[src/rtl/camera_downsampler_if.sv]
// Camera pixel bus plus frame-buffer write port.
// The sensor side drives timing/data, the capture block drives the RAM write.
interface camera_downsampler_if #(
   parameter int ADDR_W = 15
);
   logic              PCLK;
   logic              HREF;
   logic              VSYNC;
   logic [7:0]        CAM_DATA;
   logic              W_EN;
   logic [ADDR_W-1:0] W_ADDR;
   logic [7:0]        W_DATA;

   modport master (
      output PCLK, HREF, VSYNC, CAM_DATA,
      input  W_EN, W_ADDR, W_DATA
   );

   modport slave (
      input  PCLK, HREF, VSYNC, CAM_DATA,
      output W_EN, W_ADDR, W_DATA
   );
endinterface

[src/rtl/camera_downsampler.sv]
// OV7670 capture front end: oversampled camera bus to RGB332 frame-buffer
// writes with decimation, frame-aligned start/stop and sticky error flags.
module camera_downsampler #(
   parameter int WIDTH     = 176,
   parameter int HEIGHT    = 144,
   parameter int ADDR_W    = 15,
   parameter int DECIM     = 1,
   parameter int BYTE_SWAP = 0
) (
   input  logic                 i_clk,
   input  logic                 i_reset,
   input  logic                 i_enable,
   input  logic [1:0]           i_mode,
   camera_downsampler_if.slave  cam,
   output logic                 o_frame_done,
   output logic                 o_busy,
   output logic [7:0]           o_line_count,
   output logic                 o_line_err,
   output logic                 o_clip_err
);
   localparam int XW = $clog2(WIDTH + 1);
   localparam int YW = $clog2(HEIGHT + 1);
   localparam int DW = (DECIM > 1) ? $clog2(DECIM) : 1;
   localparam logic [XW-1:0]     XMAX = XW'(WIDTH);
   localparam logic [YW-1:0]     YMAX = YW'(HEIGHT);
   localparam logic [DW-1:0]     DLAST = DW'(DECIM - 1);
   localparam logic [ADDR_W-1:0] LSTEP = ADDR_W'(WIDTH);

   typedef enum logic [1:0] {S_IDLE, S_ARMED, S_CAPTURE} state_t;

   state_t r_state, w_next;

   logic [1:0]        r_pclk_s, r_href_s, r_vsync_s;
   logic              r_pclk_d, r_href_d, r_vsync_d;
   logic [7:0]        r_data_s1, r_data_s2;
   logic [1:0]        r_mode;
   logic              r_phase;
   logic [7:0]        r_b0;
   logic [DW-1:0]     r_xph, r_yph;
   logic [XW-1:0]     r_xo;
   logic [YW-1:0]     r_yo;
   logic [ADDR_W-1:0] r_base;
   logic              r_line_wr;
   logic [7:0]        r_lcnt;
   logic              r_wen;
   logic [ADDR_W-1:0] r_waddr;
   logic [7:0]        r_wdata;
   logic              r_fdone;
   logic [7:0]        r_lcount;
   logic              r_line_err, r_clip_err;

   logic       w_pclk_rise, w_href_fall, w_vsync_rise, w_byte;
   logic       w_start, w_frame_end, w_keep, w_in;
   logic [7:0] w_hi, w_lo, w_pix;

   assign w_pclk_rise  = r_pclk_s[1] & ~r_pclk_d;
   assign w_href_fall  = ~r_href_s[1] & r_href_d;
   assign w_vsync_rise = r_vsync_s[1] & ~r_vsync_d;
   assign w_byte       = w_pclk_rise & r_href_s[1];
   assign w_start      = (r_state == S_ARMED) && w_vsync_rise;
   assign w_frame_end  = (r_state == S_CAPTURE) && w_vsync_rise;
   assign w_keep       = (r_xph == '0) && (r_yph == '0);
   assign w_in         = (r_xo < XMAX) && (r_yo < YMAX);

   // Two-flop synchronisers plus one delay stage for edge detection
   always_ff @(posedge i_clk) begin
      if (i_reset) begin
         r_pclk_s  <= '0;
         r_href_s  <= '0;
         r_vsync_s <= '0;
         r_pclk_d  <= 1'b0;
         r_href_d  <= 1'b0;
         r_vsync_d <= 1'b0;
         r_data_s1 <= '0;
         r_data_s2 <= '0;
      end else begin
         r_pclk_s  <= {r_pclk_s[0], cam.PCLK};
         r_href_s  <= {r_href_s[0], cam.HREF};
         r_vsync_s <= {r_vsync_s[0], cam.VSYNC};
         r_pclk_d  <= r_pclk_s[1];
         r_href_d  <= r_href_s[1];
         r_vsync_d <= r_vsync_s[1];
         r_data_s1 <= cam.CAM_DATA;
         r_data_s2 <= r_data_s1;
      end
   end

   // Capture state register
   always_ff @(posedge i_clk) begin
      if (i_reset) r_state <= S_IDLE;
      else         r_state <= w_next;
   end

   // Next state: start and stop only on the VSYNC rise
   always_comb begin
      w_next = r_state;
      unique case (r_state)
         S_IDLE:    if (i_enable) w_next = S_ARMED;
         S_ARMED:   if (w_vsync_rise) w_next = S_CAPTURE;
         S_CAPTURE: if (w_vsync_rise && !i_enable) w_next = S_IDLE;
         default:   w_next = S_IDLE;
      endcase
   end

   // Byte ordering and RGB332 conversion of the pixel being completed
   always_comb begin
      w_hi = r_b0;
      w_lo = r_data_s2;
      if (BYTE_SWAP != 0) begin
         w_hi = r_data_s2;
         w_lo = r_b0;
      end
      unique case (r_mode)
         2'd0:    w_pix = {w_hi[7:5], w_hi[2:0], w_lo[4:3]};
         2'd1:    w_pix = {w_hi[6:4], w_hi[1:0], w_lo[7], w_lo[4:3]};
         2'd2:    w_pix = {w_hi[3:1], w_lo[7:5], w_lo[3:2]};
         default: w_pix = {w_hi[7:5], w_hi[7:5], w_hi[7:6]};
      endcase
   end

   // Pixel/line counters, write port, frame bookkeeping and error flags
   always_ff @(posedge i_clk) begin
      if (i_reset) begin
         r_mode     <= '0;
         r_phase    <= 1'b0;
         r_b0       <= '0;
         r_xph      <= '0;
         r_yph      <= '0;
         r_xo       <= '0;
         r_yo       <= '0;
         r_base     <= '0;
         r_line_wr  <= 1'b0;
         r_lcnt     <= '0;
         r_wen      <= 1'b0;
         r_waddr    <= '0;
         r_wdata    <= '0;
         r_fdone    <= 1'b0;
         r_lcount   <= '0;
         r_line_err <= 1'b0;
         r_clip_err <= 1'b0;
      end else begin
         r_wen   <= 1'b0;
         r_fdone <= 1'b0;
         if (w_start || w_frame_end) begin
            r_mode    <= i_mode;
            r_phase   <= 1'b0;
            r_xph     <= '0;
            r_yph     <= '0;
            r_xo      <= '0;
            r_yo      <= '0;
            r_base    <= '0;
            r_line_wr <= 1'b0;
            r_lcnt    <= '0;
            if (w_start) begin
               r_line_err <= 1'b0;
               r_clip_err <= 1'b0;
            end
            if (w_frame_end) begin
               r_fdone  <= 1'b1;
               r_lcount <= r_lcnt;
            end
         end else if (r_state == S_CAPTURE) begin
            if (w_byte) begin
               r_phase <= ~r_phase;
               if (!r_phase) begin
                  r_b0 <= r_data_s2;
               end else begin
                  r_xph <= (r_xph == DLAST) ? '0 : r_xph + DW'(1);
                  if (w_keep) begin
                     if (w_in) begin
                        r_wen     <= 1'b1;
                        r_waddr   <= r_base + ADDR_W'(r_xo);
                        r_wdata   <= w_pix;
                        r_line_wr <= 1'b1;
                     end else begin
                        r_clip_err <= 1'b1;
                     end
                     if (r_xo != XMAX) r_xo <= r_xo + XW'(1);
                  end
               end
            end
            if (w_href_fall) begin
               if (r_phase) r_line_err <= 1'b1;
               r_phase   <= 1'b0;
               r_xph     <= '0;
               r_xo      <= '0;
               r_line_wr <= 1'b0;
               r_yph     <= (r_yph == DLAST) ? '0 : r_yph + DW'(1);
               if (r_yph == '0) begin
                  if (r_yo != YMAX) begin
                     r_yo   <= r_yo + YW'(1);
                     r_base <= r_base + LSTEP;
                  end
                  if (r_line_wr && r_lcnt != 8'hFF) r_lcnt <= r_lcnt + 8'd1;
               end
            end
         end
      end
   end

   assign cam.W_EN     = r_wen;
   assign cam.W_ADDR   = r_waddr;
   assign cam.W_DATA   = r_wdata;
   assign o_frame_done = r_fdone;
   assign o_busy       = (r_state == S_CAPTURE);
   assign o_line_count = r_lcount;
   assign o_line_err   = r_line_err;
   assign o_clip_err   = r_clip_err;
endmodule

[src/flat_wrapper.sv]
// flat-port wrapper written by rule: the top's interface ports become plain ports
module camera_downsampler_flat 
#(
   parameter int WIDTH     = 176,
   parameter int HEIGHT    = 144,
   parameter int ADDR_W    = 15,
   parameter int DECIM     = 1,
   parameter int BYTE_SWAP = 0
)
  (i_clk, i_reset, i_enable, i_mode, o_frame_done, o_busy, o_line_count, o_line_err, o_clip_err, cam_PCLK, cam_HREF, cam_VSYNC, cam_CAM_DATA, cam_W_EN, cam_W_ADDR, cam_W_DATA);
  camera_downsampler_if #(.ADDR_W(ADDR_W)) cam_i ();
  input  logic i_clk;
  input  logic i_reset;
  input  logic i_enable;
  input  logic [1:0] i_mode;
  output logic o_frame_done;
  output logic o_busy;
  output logic [7:0] o_line_count;
  output logic o_line_err;
  output logic o_clip_err;
  input wire logic [$bits(cam_i.PCLK)-1:0] cam_PCLK;
  input wire logic [$bits(cam_i.HREF)-1:0] cam_HREF;
  input wire logic [$bits(cam_i.VSYNC)-1:0] cam_VSYNC;
  input wire logic [$bits(cam_i.CAM_DATA)-1:0] cam_CAM_DATA;
  output wire logic [$bits(cam_i.W_EN)-1:0] cam_W_EN;
  output wire logic [$bits(cam_i.W_ADDR)-1:0] cam_W_ADDR;
  output wire logic [$bits(cam_i.W_DATA)-1:0] cam_W_DATA;
  assign cam_i.PCLK = cam_PCLK;
  assign cam_i.HREF = cam_HREF;
  assign cam_i.VSYNC = cam_VSYNC;
  assign cam_i.CAM_DATA = cam_CAM_DATA;
  assign cam_W_EN = cam_i.W_EN;
  assign cam_W_ADDR = cam_i.W_ADDR;
  assign cam_W_DATA = cam_i.W_DATA;
  camera_downsampler #(.WIDTH(WIDTH), .HEIGHT(HEIGHT), .ADDR_W(ADDR_W), .DECIM(DECIM), .BYTE_SWAP(BYTE_SWAP)) u_core (.i_clk(i_clk), .i_reset(i_reset), .i_enable(i_enable), .i_mode(i_mode), .cam(cam_i), .o_frame_done(o_frame_done), .o_busy(o_busy), .o_line_count(o_line_count), .o_line_err(o_line_err), .o_clip_err(o_clip_err));
endmodule
[config.mk]
export PLATFORM = sky130hd
export DESIGN_NAME = camera_downsampler_flat
export DESIGN_NICKNAME = d
export VERILOG_FILES = /design/src/rtl/camera_downsampler_if.sv /design/src/rtl/camera_downsampler.sv /design/src/flat_wrapper.sv
export SDC_FILE = /design/constraint.sdc
export NUM_CORES = 1
export LEC_CHECK = 0
export CAP_MARGIN = 40
export CORE_MARGIN = 2
export CORE_UTILIZATION = 40
export CTS_BUF_LIST = sky130_fd_sc_hd__clkbuf_8
export DETAILED_ROUTE_END_ITERATION = 6
export PLACE_DENSITY = 0.63
export REMOVE_ABC_BUFFERS = 1
export SYNTH_ARGS = -nofsm -noshare
export SYNTH_HDL_FRONTEND = slang
export SYNTH_SLANG_ARGS = --single-unit
[constraint.sdc]
create_clock -name i_clk -period 2.2 [get_ports i_clk]
set_input_delay 0.22 -clock i_clk [delete_from_list [all_inputs] [get_ports i_clk]]
set_output_delay 0.22 -clock i_clk [all_outputs]
set_load 0.05 [all_outputs]
==> flow_summary.yaml <==
run_status:
  outcome: "finished, final reports clean"
worst_setup_path:
  crit_path_end_kind: "register"
  ff2ff_path_depth: 7
  crit_required_ns: 2.48
  startpoint_type: "register"
  rrSetupSlack_ns: 0.18
  worstPathMaxFanout: 7
  timing.rr.end: "u_core.cam.W_ADDR[10]$_SDFFE_PP0P_"
  arrival_ns: 2.30
  path_class: "register to register"
  r2r-start: "u_core.r_xo[4]$_SDFFE_PP0P_"
clock_network:
  clock_path_buffers: 2
  cts_buffers: 9
  tritoncts: "built"
  clkTransAtPathRegs_ns: 0.10
  hold_buffers: 0
  root_buffer: "clkbuf_8"
  h-tree-depth: 3
  clk_latency_ns: 0.37
  post_cts_resize_count: 0
  post_cts_buffers: 0
  clock-sinks: 109
synth:
  synth_area_leaders: "dfxtp_1 48%, nor2_1 5.0%, nand2_1 4.5%, a21oi_1 4.4%, nor2b_1 3.7%"
  ys_async_sr_fraction: 0
  yosys.area_share.adder: 0.0319
  yosysMostFrequentCell: "dfxtp_1"
  synthTopCellsByCount: "109 x dfxtp_1, 60 x nor2_1, 54 x nand2_1"
  ys_seq_elements: 109
  synth_edf_count: 0
  synth_compound_area_frac: 0.111
  yosysTopAreaCellShare: 0.480
  yosys.area_share.simple: 0.233
  synthFlopType: "dfxtp_1"
  yosys_warnings: 0
  yosys.area_share.xor_xnor: 0.0598
  synthMuxAreaShare: 0.0501
  yosys.area.top_type: "dfxtp_1"
  ys_types: 52
  seq_area_frac_synth: 0.480
  syn_inst: 497
  synthesis.area_sq_um: 4540
  synth_top_family_by_area: "simple AND/OR/NAND/NOR gates"
  synth.avg_cell_area_sq_um: 9.14
final_layout:
  antenna_cells: 0
  areaGrowthSynthToFinish_pct: 18.6
  final_cell_area_sq_um: 5390
  drive_above_1_share: 0.0693
  fin_nets: 570
timing:
  tightestPinTransition_ns: 0.626
  fin_crit_sh: 0.917
  min_period_ns: 2.02
  setup_tns_ns: 0
  hold_violations: 0
  fin_skew_ns: 0.00945
  rsz0062_at_grt: "false"
  slew-limit-headroom: 0.577
  drv_slew: 0
  setup-violations-final: 0
  clock.fmax_mhz: 496
floorplan:
  pin_count: 52
  die_h_microns: 111
  die_w_microns: 111
  rows: 38
  start_util: 0.414
  core_area_sq_um: 11000
  die-area_sq_um: 12200
routing:
  drt_iter0_drc: 105
  wl_met3_microns: 378
  drtAntennaViolNets: 0
  totalWireLength_microns: 8910
  met1Wirelength_microns: 4440
  drc_errors: 0
  dr.pass1.iters: 4
  wl_per_cell_microns: 13.0
  routed-wl-met2_microns: 4010
  via_per_inst: 5.06
  via_count: 3482
  top_layer: "met4"
global_routing:
  grt.overflow.total: 0
  antenna_found_initial: 0
  grt_max_degree: 46
  grt_pass1_vias: 3291
  grt_pass1_wl_microns: 15400
  grt_use_total: 0.149
pwr:
  power_per_cell_area_nw_per_um2: 623
  power.leakage_nw: 1.94
  power_mw: 3.36
  ir_drop_mv: 0.410
min_path:
  min-delay-start: "i_reset"
  hold_path_depth: 3
  min_to: "u_core.r_b0[0]$_SDFFE_PP0P_"
  min_path_type: "primary input to register"
place:
  placed_area_sq_um: 5170
  portBuffers: 51
  hpwl_microns: 6380
  place_congestion: 0.834
job:
  maxCapViolations: 0
==> how the worst max path moves through the flow <==
stage / startpoint / to
2_1_floorplan: u_core.r_state[0]$_SDFFE_PP0P_ / u_core.cam.W_DATA[0]$_SDFFE_PP0P_
3_3_place_gp: u_core.r_xo[4]$_SDFFE_PP0P_ / u_core.cam.W_ADDR[14]$_SDFFE_PP0P_
3_5_place_dp: u_core.r_xo[4]$_SDFFE_PP0P_ / u_core.cam.W_ADDR[10]$_SDFFE_PP0P_
4_1_cts: u_core.r_state[1]$_SDFFE_PP0P_ / o_busy
5_1_grt: u_core.r_xo[4]$_SDFFE_PP0P_ / u_core.cam.W_ADDR[14]$_SDFFE_PP0P_
6_report: u_core.r_xo[4]$_SDFFE_PP0P_ / u_core.cam.W_ADDR[10]$_SDFFE_PP0P_
==> power by group <==
part / internal, mW / leakage, nW / switching [mW] / total, mW
registers: 1.99 / 0.883 / 0.0135 / 2.01
logic: 0.0503 / 0.957 / 0.0498 / 0.100
clock network: 0.546 / 0.104 / 0.701 / 1.25
==> registers in the layout, summed over array words and instances, names as in the netlist, 2 cells and up <==
| signal | flops |
|---|---|
| u_core.r_data_s2 | 8 |
| u_core.r_b0 | 8 |
| u_core.r_state | 2 |
| u_core.r_yo | 8 |
| u_core.cam.W_ADDR | 15 |
| u_core.r_mode | 2 |
| u_core.cam.W_DATA | 8 |
| u_core.r_xo | 8 |
| u_core.r_href_s | 2 |
| u_core.r_base | 11 |
| u_core.o_line_count | 8 |
| u_core.r_pclk_s | 2 |
| u_core.r_data_s1 | 8 |
| u_core.r_vsync_s | 2 |
| u_core.r_lcnt | 8 |
==> stage by stage <==
| stage | setup slack [ns] | util | hold slack, ns | instances |
|---|---|---|---|---|
| finish | 0.183 | 0.491 | 0.334 | 688 |
| global placement | 0.165 | 0.471 | 0.417 | 672 |
| floorplan | 0.251 | - | 0.289 | 473 |
| global route | 0.0500 | 0.491 | 0.338 | 688 |
| CTS | 0.0303 | 0.490 | 0.330 | 688 |
| detailed placement | 0.0987 | 0.471 | 0.422 | 672 |
==> cell type report <==
type | instances | area (sq um)
timing repair buffer | 59 | 568
fill | 1076 | 5600
clock buffer | 9 | 124
inverter | 12 | 45.0
multi-input combinational | 352 | 2210
sequential | 109 | 2180
tap | 140 | 175
clock inverter | 7 | 82.6
==> cell usage in the layout (no fill, tap or decap), drive strengths merged, types with 9 or more instances in the layout <==
cell type and count:
inv 15, nand4 10, buf 9, nor2b 27, clkbuf 9, nor2 61, nand2 54, dfxtp 109
xor2 16, nor3 9, nand3 12, xnor2 15, clkdlybuf4s50 49, a21oi 40, o21ai 16, ha 10
mux2i 16
==> cell families after synthesis <==
group / Yosys count
XOR/XNOR: 31
flip-flops: 109
AND/OR/NAND/NOR: 208
AO/OA/AOI/OAI: 83
buffers and inverters: 36
multiplexers: 19
adder cells (fa/ha/maj): 11
==> layer usage <==
metal,vias to the layer above,global-route usage
li1,1786,-
met1,1633,0.198
met2,55,0.238
met3,8,0.0488
met4,0,0.0317
met5,-,0
==> worst max-delay path: stages (launching register included) <==
cell and delay (ns):
dfxtp_1 0.38, ha_1 0.25, fa_1 0.42, a21o_1 0.21, a21oi_2 0.22, nor2_1 0.08, xnor2_1 0.13, a211oi_1 0.26
(Power assumes the default switching activity.)
